[config.mk]
export PLATFORM = sky130hd
export DESIGN_NAME = uart_tx_arbiter
export DESIGN_NICKNAME = d
export VERILOG_FILES = /design/src/rtl/uart_tx_arbiter.sv
export SDC_FILE = /design/constraint.sdc
export NUM_CORES = 1
export LEC_CHECK = 0
export ABC_AREA = 1
export BUFFER_PORTS_ARGS = -buffer_cell sky130_fd_sc_hd__buf_2
export CORE_MARGIN = 2
export CORE_UTILIZATION = 25
export CTS_CLUSTER_DIAMETER = 80
export DETAILED_ROUTE_END_ITERATION = 8
export GPL_TIMING_DRIVEN = 0
export MAX_ROUTING_LAYER = met4
export PLACE_DENSITY = 0.5
export SKIP_LAST_GASP = 1
export SYNTH_ARGS = -nofsm -noshare
export SYNTH_HDL_FRONTEND = slang
export SYNTH_HIERARCHICAL = 1
export SYNTH_SLANG_ARGS = --single-unit
[constraint.sdc]
create_clock -name clk -period 2.4 [get_ports clk]
set_clock_uncertainty 0.1 [all_clocks]
set_input_delay 0.72 -clock clk [delete_from_list [all_inputs] [get_ports clk]]
set_output_delay 0.72 -clock clk [all_outputs]
set_load 0.01 [all_outputs]
[src/rtl/uart_tx_arbiter.sv]
// Two-hart UART transmit arbiter: per-hart byte FIFOs drained round-robin
// into one registered valid/ready byte stream.

module uart_tx_arbiter_fifo #(
    parameter int unsigned DEPTH = 4,
    parameter int unsigned AW    = 2
) (
    input  logic       clk,
    input  logic       resetn,
    input  logic       wr,
    input  logic [7:0] data,
    input  logic       pop,
    output logic [7:0] head,
    output logic       full,
    output logic       empty,
    output logic       ovf
);
    localparam logic [AW:0] FULL_COUNT = (AW + 1)'(DEPTH);

    logic [7:0]    mem [DEPTH];
    logic [AW-1:0] wptr;
    logic [AW-1:0] rptr;
    logic [AW:0]   count;
    logic          push;

    assign full  = (count == FULL_COUNT);
    assign empty = (count == '0);
    assign push  = wr && !full;
    assign head  = mem[rptr];

    always_ff @(posedge clk or negedge resetn) begin
        if (!resetn) begin
            wptr  <= '0;
            rptr  <= '0;
            count <= '0;
            ovf   <= 1'b0;
        end else begin
            if (push) wptr <= wptr + 1'b1;
            if (pop)  rptr <= rptr + 1'b1;
            if (push && !pop)
                count <= count + 1'b1;
            else if (!push && pop)
                count <= count - 1'b1;
            // a push while full is dropped even if a pop frees a slot this edge
            if (wr && full) ovf <= 1'b1;
        end
    end

    always_ff @(posedge clk) begin
        if (push) mem[wptr] <= data;
    end
endmodule

module uart_tx_arbiter #(
    parameter int unsigned DEPTH = 4,
    parameter int unsigned AW    = 2
) (
    input  logic       clk,
    input  logic       resetn,
    input  logic       a_wr,
    input  logic [7:0] a_data,
    output logic       a_full,
    output logic       a_ovf,
    input  logic       b_wr,
    input  logic [7:0] b_data,
    output logic       b_full,
    output logic       b_ovf,
    output logic [7:0] uart_data,
    output logic       uart_valid,
    input  logic       uart_ready,
    output logic       uart_src,
    output logic       idle
);
    typedef enum logic {IDLE, BUSY} state_t;

    state_t     state;
    state_t     next_state;
    logic [7:0] a_head;
    logic [7:0] b_head;
    logic       a_empty;
    logic       b_empty;
    logic       last_b;
    logic       load;
    logic       grant_b;
    logic       a_pop;
    logic       b_pop;

    uart_tx_arbiter_fifo #(.DEPTH(DEPTH), .AW(AW)) u_fifo_a (
        .clk(clk), .resetn(resetn), .wr(a_wr), .data(a_data), .pop(a_pop),
        .head(a_head), .full(a_full), .empty(a_empty), .ovf(a_ovf)
    );

    uart_tx_arbiter_fifo #(.DEPTH(DEPTH), .AW(AW)) u_fifo_b (
        .clk(clk), .resetn(resetn), .wr(b_wr), .data(b_data), .pop(b_pop),
        .head(b_head), .full(b_full), .empty(b_empty), .ovf(b_ovf)
    );

    always_ff @(posedge clk or negedge resetn) begin
        if (!resetn)
            state <= IDLE;
        else
            state <= next_state;
    end

    always_comb begin
        next_state = state;
        load       = 1'b0;
        // B wins when A is empty, or on contention when A was granted last
        grant_b    = !b_empty && (a_empty || !last_b);
        if ((state == IDLE || uart_ready) && !(a_empty && b_empty)) begin
            load       = 1'b1;
            next_state = BUSY;
        end else if (state == BUSY && uart_ready) begin
            next_state = IDLE;
        end
    end

    assign a_pop = load && !grant_b;
    assign b_pop = load && grant_b;

    always_ff @(posedge clk or negedge resetn) begin
        if (!resetn) begin
            uart_data <= '0;
            uart_src  <= 1'b0;
            last_b    <= 1'b1;
        end else if (load) begin
            uart_data <= grant_b ? b_head : a_head;
            uart_src  <= grant_b;
            last_b    <= grant_b;
        end
    end

    assign uart_valid = (state == BUSY);
    assign idle       = (state == IDLE) && a_empty && b_empty;
endmodule
== After elaboration in Yosys (flattened, before gate mapping) ==
Memories as Yosys holds them, arrays and structs flattened.
Cells that the tools add are included.

* Bits in registers: 27
* RAM bits: 64
* Bits of input ports: 21
* Output and inout port bits: 15
* Word-level logic and storage cells: 70
* Memories: 2

* $add $sub $neg: 8
* Equality and inequality tests: 2
* Muxes and demuxes: 12
* Bitwise gates (word level): 1
* Reduce and logical (&&, ||, !) cells: 33

{| class="wikitable"
|+ Memories
! name !! words !! width !! rd ports !! clocked after memory_dff !! wr ports !! RTL line !! RTL
|-
| u_fifo_a.mem || 4 || 8 || 1 || 0 || 1 || 20 || <nowiki>logic [7:0] mem [DEPTH];</nowiki>
|-
| u_fifo_b.mem || 4 || 8 || 1 || 0 || 1 || 20 ||
|}

{| class="wikitable"
|+ Operator list
! kind !! count
|-
| logical AND 1 bit || 16
|-
| two-way mux 3 bit || 4
|-
| zero test 1 bit || 10
|-
| adder 2 x 1 -> 2 bit, second input constant || 4
|-
| two-way mux 8 bit || 1
|-
| two-way mux 1 bit || 7
|-
| adder 3 x 1 -> 3 bit, second input constant || 2
|-
| equality test 3 bit, second input constant || 2
|-
| zero test 3 bit || 2
|-
| nonzero test 2 bit || 3
|-
| subtractor 3 x 1 -> 3 bit, second input constant || 2
|-
| logical OR 1 bit || 2
|-
| inverter 1 bit || 1
|}

== Logic depth before layout (Yosys ltp) ==
Gate-level depths: netlist of the first run.

* Depth in word-level cells: 9
* Depth in mapped cells: 16
* Gate-level depth less buffers: 16

== By module ==
The synthesis of the first run kept the hierarchy.

{| class="wikitable"
|+ By module, submodules not included
! module !! instances !! cells an instance !! area each (µm²) !! sequential area each (µm²)
|-
| uart_tx_arbiter_fifo || 2 || 151 || 1764.2 || 1161.1
|-
| uart_tx_arbiter || 1 || 67 || 565.5 || 276.5
|}

== Least setup slack after synthesis of the first run ==
Ideal clock, no wire load.

* Path kind: register to register
* Start: register u_fifo_b.count[0]
* End: register u_fifo_a.count[1]
* Library setup time: 0.126 ns
* Arrival: 2.052 ns
* Data required time: 2.174 ns
* Slack: 0.122 ns
* Cell stages (with the launch flop): 12
* Path buffers: 0
* Cell sequence: dfrtp_1 nor3_1 inv_2 nand2_4 inv_2 nor2_1 inv_1 ha_1 inv_1 fa_1 nand2_1 o21ai_0

* Cells in the longest elaborated chain, start to end: 9

{| class="wikitable"
|+ Ends and longest elaborated chain
! element !! RTL line !! RTL
|-
| start: declaration || 23 || <nowiki>logic [AW:0] count;</nowiki>
|-
| start signal: assignment || 41 || <nowiki>count <= count + 1'b1;</nowiki>
|-
| start signal: assignment || 43 || <nowiki>count <= count - 1'b1;</nowiki>
|-
| zero test 3 bit * || 27 || <nowiki>assign empty = (count == '0);</nowiki>
|-
| net b_empty || 81 || <nowiki>logic b_empty;</nowiki>
|-
| logical AND 1 bit || 110 || <nowiki>if ((state == IDLE || uart_ready) && !(a_empty && b_empty)) begin</nowiki>
|-
| zero test 1 bit || 110 ||
|-
| logical AND 1 bit || 110 ||
|-
| two-way mux 1 bit || 110 ||
|-
| logical AND 1 bit * || 118 || <nowiki>assign a_pop = load && !grant_b;</nowiki>
|-
| net a_pop || 85 || <nowiki>logic a_pop;</nowiki>
|-
| zero test 1 bit || 40 || <nowiki>if (push && !pop)</nowiki>
|-
| logical AND 1 bit || 40 ||
|-
| two-way mux 3 bit or nonzero test 2 bit (tied branches) || -- ||
|-
| end signal: assignment || 41 ||
|-
| end signal: assignment || 43 ||
|-
| end: declaration || 23 ||
|}

Mark *: on every way through the listed nets, which the timed path passes. The rest lies on a longest branch.
A chain may end at the register's enable or synchronous reset.

== Final worst setup path of the first run ==
* Start: register u_fifo_a.count[0]
* End: output port idle

* Cells in the longest elaborated chain, start to end: 3

{| class="wikitable"
|+ Ends and longest elaborated chain
! element !! RTL line !! RTL
|-
| zero test 3 bit || 27 ||
|-
| net a_empty || 80 || <nowiki>logic a_empty;</nowiki>
|-
| logical AND 1 bit (2 in a row) || 134 || <nowiki>assign idle = (state == IDLE) && a_empty && b_empty;</nowiki>
|-
| end: declaration || 72 || <nowiki>output logic idle</nowiki>
|}

The timed path passes the listed nets, and every way through them passes these cells.

==> flow_summary.toml, run 1 <==
[routing]
vias_per_cell = 4.04
drtIter0Drc = 141
ant_nets = 0
wire_per_inst_um = 13.2
drc = 0
vias = 2625
firstDrtPassIters = 4
wl_um = 8590

[global_routing]
grt_max_degree = 28
grt_pass1_vias = 2646
gr-total-overflow = 0
grt_pass1_wl_um = 13900
grt_use_total = 0.107
antenna_found_initial = 1

[timing]
setup_slack_ns = 0.115
tightest_slew_ns = 0.895
fmax_mhz = 438
layout_min_cycle_time_ns = 2.29
slew_viol_final = 0
report.final.hold_viol_count = 0
setup-violations-final = 0
whs_ns = 0.280
relSlewSlack = 0.401
rsz0062_at_grt = "true"
fin_crit_sh = 0.952

[setup_path]
path_max_fanout = 3
start_kind = "flip-flop"
critPathSlowestCell = "dfrtp_2"
critPathKind = "flip-flop to output port"
crit_start = "u_fifo_a/count[0]$_DFFE_PN0P_"
endpoint_kind = "output port"
r2r_setup_slack_ns = 0.13
crit_required_ns = 1.58
path_delay_family = "flip-flops"
critPathBufInv = 2
slowest_delay_ns = 0.43
reg2regPathDepth = 11
r2r_end = "u_fifo_a/count[1]$_DFFE_PN0P_"
critPathArrivalTime_ns = 1.47
crit_chain = "nor3_4, buf_4, nand2_2, nor2_2, buf_2"
worstSetupPathDepth = 5
reg2reg_from = "u_fifo_b/count[2]$_DFFE_PN0P_"

[cells_and_area]
stdcell_count = 649
drive_gt1_frac = 0.234
num-fill-cells = 1622
area_growth_pct = 21.8
fin_nets = 460
final_cell_mix = "86 x nand2_1, 66 x inv_1, 64 x edfxtp_1"
layout_commonest_cell = "nand2_1"

[logic_synthesis]
yosys_register_bits = 91
synth.distinct_cells = 24
synth.avg_cell_area_sq_um = 11.1
syn_area_sq_um = 4090
syn_inst = 369
yosys_warnings = 6
seq_area_frac_synth = 0.635
syn-num-nets = 402

[die]
ioPinCount = 36
die_area_sq_um = 17400
initial_core_util = 0.257
die_x_um = 132
core_sq_um = 15900
rows = 46
die_h_um = 132

[power]
ir_drop_mv = 0.418
power_leakage_uw = 0.00218
powerDensity_nw_per_um2 = 1250
power_uw = 6240

[placement]
gp_congestion = 0.761
port_buffers = 35
hpwl_um = 6070
post-place-cells = 620
post-place-ws_ns = -0.268

[clock_tree]
cts_sinks = 91
cts_buffer_depth = 2
h-tree-depth = 3
clk_latency_ns = 0.35
clk_pin_slew_ns = 0.06
cts_root_buf = "clkbuf_16"
ctsHoldBuffers = 0
cts_tree = "done"
numCtsBuffers = 9

[job]
maxCapViolations = 0

[min_path]
hold_class = "input port to async pin"

[run_status]
status = "completed"
## cell usage after synthesis, drive strengths merged
master  number  share of area
xor2         4         0.0086
nor2        12          0.013
nand3       24          0.029
dfstp        1         0.0064
edfxtp      64           0.47
dfrtp       26           0.16
ha          10          0.031
nor3         2         0.0024
xnor2        2         0.0043
buf         12          0.029
nand2       93          0.091
nand4       10          0.015
fa           2         0.0098
o211ai      32          0.061
inv         73          0.068
o21ai        2         0.0024
## worst max path at each step
stage	end	slack (ns)
3_3_place_gp	u_fifo_a/count[1]$_DFFE_PN0P_	-0.19
6_report	idle	0.11
3_5_place_dp	u_fifo_a/count[1]$_DFFE_PN0P_	-0.27
2_1_floorplan	u_fifo_a/count[1]$_DFFE_PN0P_	0.12
4_1_cts	u_fifo_b/count[1]$_DFFE_PN0P_	0.01
5_1_grt	u_fifo_b/count[2]$_DFFE_PN0P_	-0.01
## registers in the layout (all words and copies together), names as in the netlist
| register | cells |
|---|---|
| u_fifo_a/ovf | 1 |
| uart_src | 1 |
| u_fifo_a/rptr | 2 |
| u_fifo_b/count | 3 |
| u_fifo_b/wptr | 2 |
| uart_valid | 1 |
| u_fifo_a/mem | 32 |
| last_b | 1 |
| u_fifo_a/wptr | 2 |
| u_fifo_b/rptr | 2 |
| uart_data | 8 |
| u_fifo_b/ovf | 1 |
| u_fifo_a/count | 3 |
| u_fifo_b/mem | 32 |
## metal layers
layer | share of wire | vias to the layer above | global-route usage | wire [um]
li1 | - | 1336 | - | -
met1 | 0.46 | 1230 | 0.128 | 3940
met2 | 0.48 | 47 | 0.171 | 4090
met3 | 0.045 | 12 | 0.0273 | 390
met4 | 0.019 | 0 | 0.0471 | 165
met5 | 0 | - | - | 0
## cell type report
class                           instances  area, sq um  area share
Sequential cell                        91         2600       0.522
Multi-Input combinational cell        193         1140       0.228
Inverter                               73          282      0.0565
Tap cell                              216          270      0.0542
Timing Repair Buffer                   47          265      0.0532
Clock buffer                           11          243      0.0487
Buffer                                 12          119      0.0238
Clock inverter                          5         61.3      0.0123
Antenna cell                            1         2.50    0.000502
## power breakdown
group	internal [uW]	switching (uW)
clock	841	601
sequential	2150	230
combinational	956	1460
## logic make-up (layout without fill, tap and decap cells)
family	Yosys count	in the layout	synth area share
xor gates and xnor gates	6	6	0.0128
adders and majority gates	12	12	0.0403
AOI/OAI and AO/OA	34	34	0.0636
and+or+nand+nor	141	141	0.151
buffers and inverters	85	148	0.0972
other	0	1	0
DFF	91	91	0.635
## worst register-to-register path: stages, from the launching register on
cell,delay (ns)
dfrtp_1,0.42
nor3_4,0.27
inv_4,0.11
nand2_8,0.12
inv_2,0.05
nor2_2,0.14
inv_1,0.07
ha_1,0.21
inv_1,0.09
fa_2,0.43
nand2_1,0.07
o21ai_0,0.07
## per-stage QoR
step	area, sq um	TNS [ns]	utilization
after global placement	4540	-0.510	0.285
after floorplan	4090	0	-
final	4980	0	0.313
after detailed placement	4540	-0.735	0.285
after CTS	4870	0	0.306
after global routing	4980	-0.0120	0.313
## timing repair
| action | 4_1_cts | 5_1_grt |
|---|---|---|
| endpoints found under the setup margin | 5 | 5 |
| buffers inserted | 1 | 11 |
| resized for setup | 5 | 11 |
| pin swaps | 1 | 4 |
Power figures use the tool's default switching activity.
==> inputs of run 2 (changes only) <==
--- a/config.mk
+++ b/config.mk
@@ -13,7 +13,7 @@
 export DETAILED_ROUTE_END_ITERATION = 8
 export GPL_TIMING_DRIVEN = 0
 export MAX_ROUTING_LAYER = met4
-export PLACE_DENSITY = 0.5
+export PLACE_DENSITY = 0.49
 export SKIP_LAST_GASP = 1
 export SYNTH_ARGS = -nofsm -noshare
 export SYNTH_HDL_FRONTEND = slang
==> constraint.sdc (replaced) <==
create_clock -name clk -period 2.5 [get_ports clk]
set_clock_uncertainty 0.1 [all_clocks]
set_input_delay 0.75 -clock clk [delete_from_list [all_inputs] [get_ports clk]]
set_output_delay 0.75 -clock clk [all_outputs]
set_load 0.01 [all_outputs]
==> run 2 against run 1 <==
Effect of this change: via count shrank 0.57%; clock power is 8% lower; worst setup slack lost 0.028 ns; critical endpoint unchanged; largest cell class unchanged; largest power group is now registers; highest routed layer unchanged.
==> flow_summary.toml, run 2 (synthesis results as in run 1) <==
[setup_path]
critPathKind = "flip-flop to output port"
critPathArrivalTime_ns = 1.56
start_kind = "flip-flop"
crit_required_ns = 1.65
endpoint_kind = "output port"
path_max_fanout = 4
r2r_setup_slack_ns = 0.19

[timing]
tightest_slew_ns = 0.898
slew_viol_final = 0
fin_crit_sh = 0.965
setup-violations-final = 0
relSlewSlack = 0.399
report.final.hold_viol_count = 0
tns_ns = 0
layout_min_cycle_time_ns = 2.41
fmax_mhz = 414
rsz0062_at_grt = "false"

[routing]
ant_nets = 0
drtIter0Drc = 147
wire_per_inst_um = 13.2
vias_per_cell = 4.07
vias = 2610
drc = 0
firstDrtPassIters = 4
wl_um = 8440

[clock_tree]
cts_sinks = 91
cts_buffer_depth = 2
h-tree-depth = 3
cts_tree = "done"
numCtsBuffers = 9
clk_pin_slew_ns = 0.06
clk_latency_ns = 0.35
cts_root_buf = "clkbuf_16"

[cells_and_area]
final_cell_mix = "86 x nand2_1, 67 x inv_1, 64 x edfxtp_1"
drive_gt1_frac = 0.212
num-fill-cells = 1623
fin_util = 0.308
layout_commonest_cell = "nand2_1"
stdcell_count = 641
reg_top3 = "u_fifo_a/mem: 32 flops, u_fifo_b/mem: 32 flops, uart_data: 8 flops"
fin_nets = 452
fin_area_sq_um = 4900
area_growth_pct = 19.8

[die]
core_sq_um = 15900
rows = 46
die_x_um = 132
ioPinCount = 36
die_h_um = 132
die_area_sq_um = 17400
initial_core_util = 0.257

[placement]
post-place-cells = 620
gp_congestion = 0.737
placed_area_sq_um = 4540
hpwl_um = 6070
port_buffers = 35

[global_routing]
grt_pass1_vias = 2602
grt_max_degree = 28
antenna_found_initial = 1
grt_pass1_wl_um = 13600
grt_use_total = 0.107
gr-total-overflow = 0

[power]
power_leakage_uw = 0.00213
powerDensity_nw_per_um2 = 1190
ir_drop_mv = 0.409

[job]
maxCapViolations = 0

[run_status]
status = "completed"

[min_path]
hold_class = "input port to async pin"
==> run 2: path summary, 6_finish.rpt <==
kind                                                       to                          start  cells after the start
worst min register to register       u_fifo_a/ovf$_DFFE_PN0P_       u_fifo_a/ovf$_DFFE_PN0P_                      2
worst max register to register  u_fifo_a/count[2]$_DFFE_PN0P_  u_fifo_b/count[2]$_DFFE_PN0P_                     13
min in group clk                     u_fifo_a/ovf$_DFFE_PN0P_       u_fifo_a/ovf$_DFFE_PN0P_                      2
worst max-delay path                                     idle  u_fifo_b/count[2]$_DFFE_PN0P_                      4
worst min-delay path                 u_fifo_b/ovf$_DFFE_PN0P_                         resetn                      1
max in group asynchronous       u_fifo_a/count[1]$_DFFE_PN0P_                         resetn                      1
==> run 2: metrics by stage <==
stage / hold slack [ns] / setup slack (ns) / total power (uW)
2_1_floorplan: 0.354 / 0.211 / 3810
4_1_cts: 0.336 / -0.0129 / 5830
6_report: 0.317 / 0.0869 / 5830
3_5_place_dp: 0.344 / -0.174 / 4470
5_1_grt: 0.358 / 0.00542 / 6290
3_3_place_gp: 0.343 / -0.0971 / 4400
==> run 2: power breakdown <==
| part | switching, uW | internal [uW] | leakage [uW] | total, uW |
|---|---|---|---|---|
| Combinational | 1360 | 848 | 0.00109 | 2210 |
| Clock | 550 | 770 | 0.000139 | 1320 |
| Sequential | 231 | 2070 | 0.000894 | 2300 |
| Total | 2150 | 3690 | 0.00213 | 5830 |
==> run 2: routing by layer <==
layer	wire length (um)	GRT usage	vias up	part of all wire
met5	0	-	-	0
met2	4000	0.167	53	0.47
met3	564	0.0361	11	0.067
met1	3710	0.126	1229	0.44
li1	-	-	1317	-
met4	165	0.0453	0	0.020
==> run 2: layout make-up <==
cell class                      instances  area, sq um  share of cell area
Multi-Input combinational cell        193         1130               0.231
Clock inverter                          5         53.8              0.0110
Timing Repair Buffer                   39          205              0.0418
Buffer                                 12          119              0.0242
Clock buffer                           11          233              0.0475
Sequential cell                        91         2610               0.531
Inverter                               73          282              0.0574
Tap cell                              216          270              0.0551
Antenna cell                            1         2.50            0.000510
==> run 2: timing repair <==
item / 4_1_cts / 5_1_grt
resized for setup: 2 / 12
hold buffers: 0 / 0
setup endpoints to repair: 5 / 5
buffers inserted: 0 / 4
pin swaps: 0 / 4
==> run 2: critical path, stage by stage, from the launching register on <==
cell	delay, ns
dfrtp_2	0.44
nor3_4	0.28
nand2_2	0.12
nor2_1	0.20
buf_2	0.18
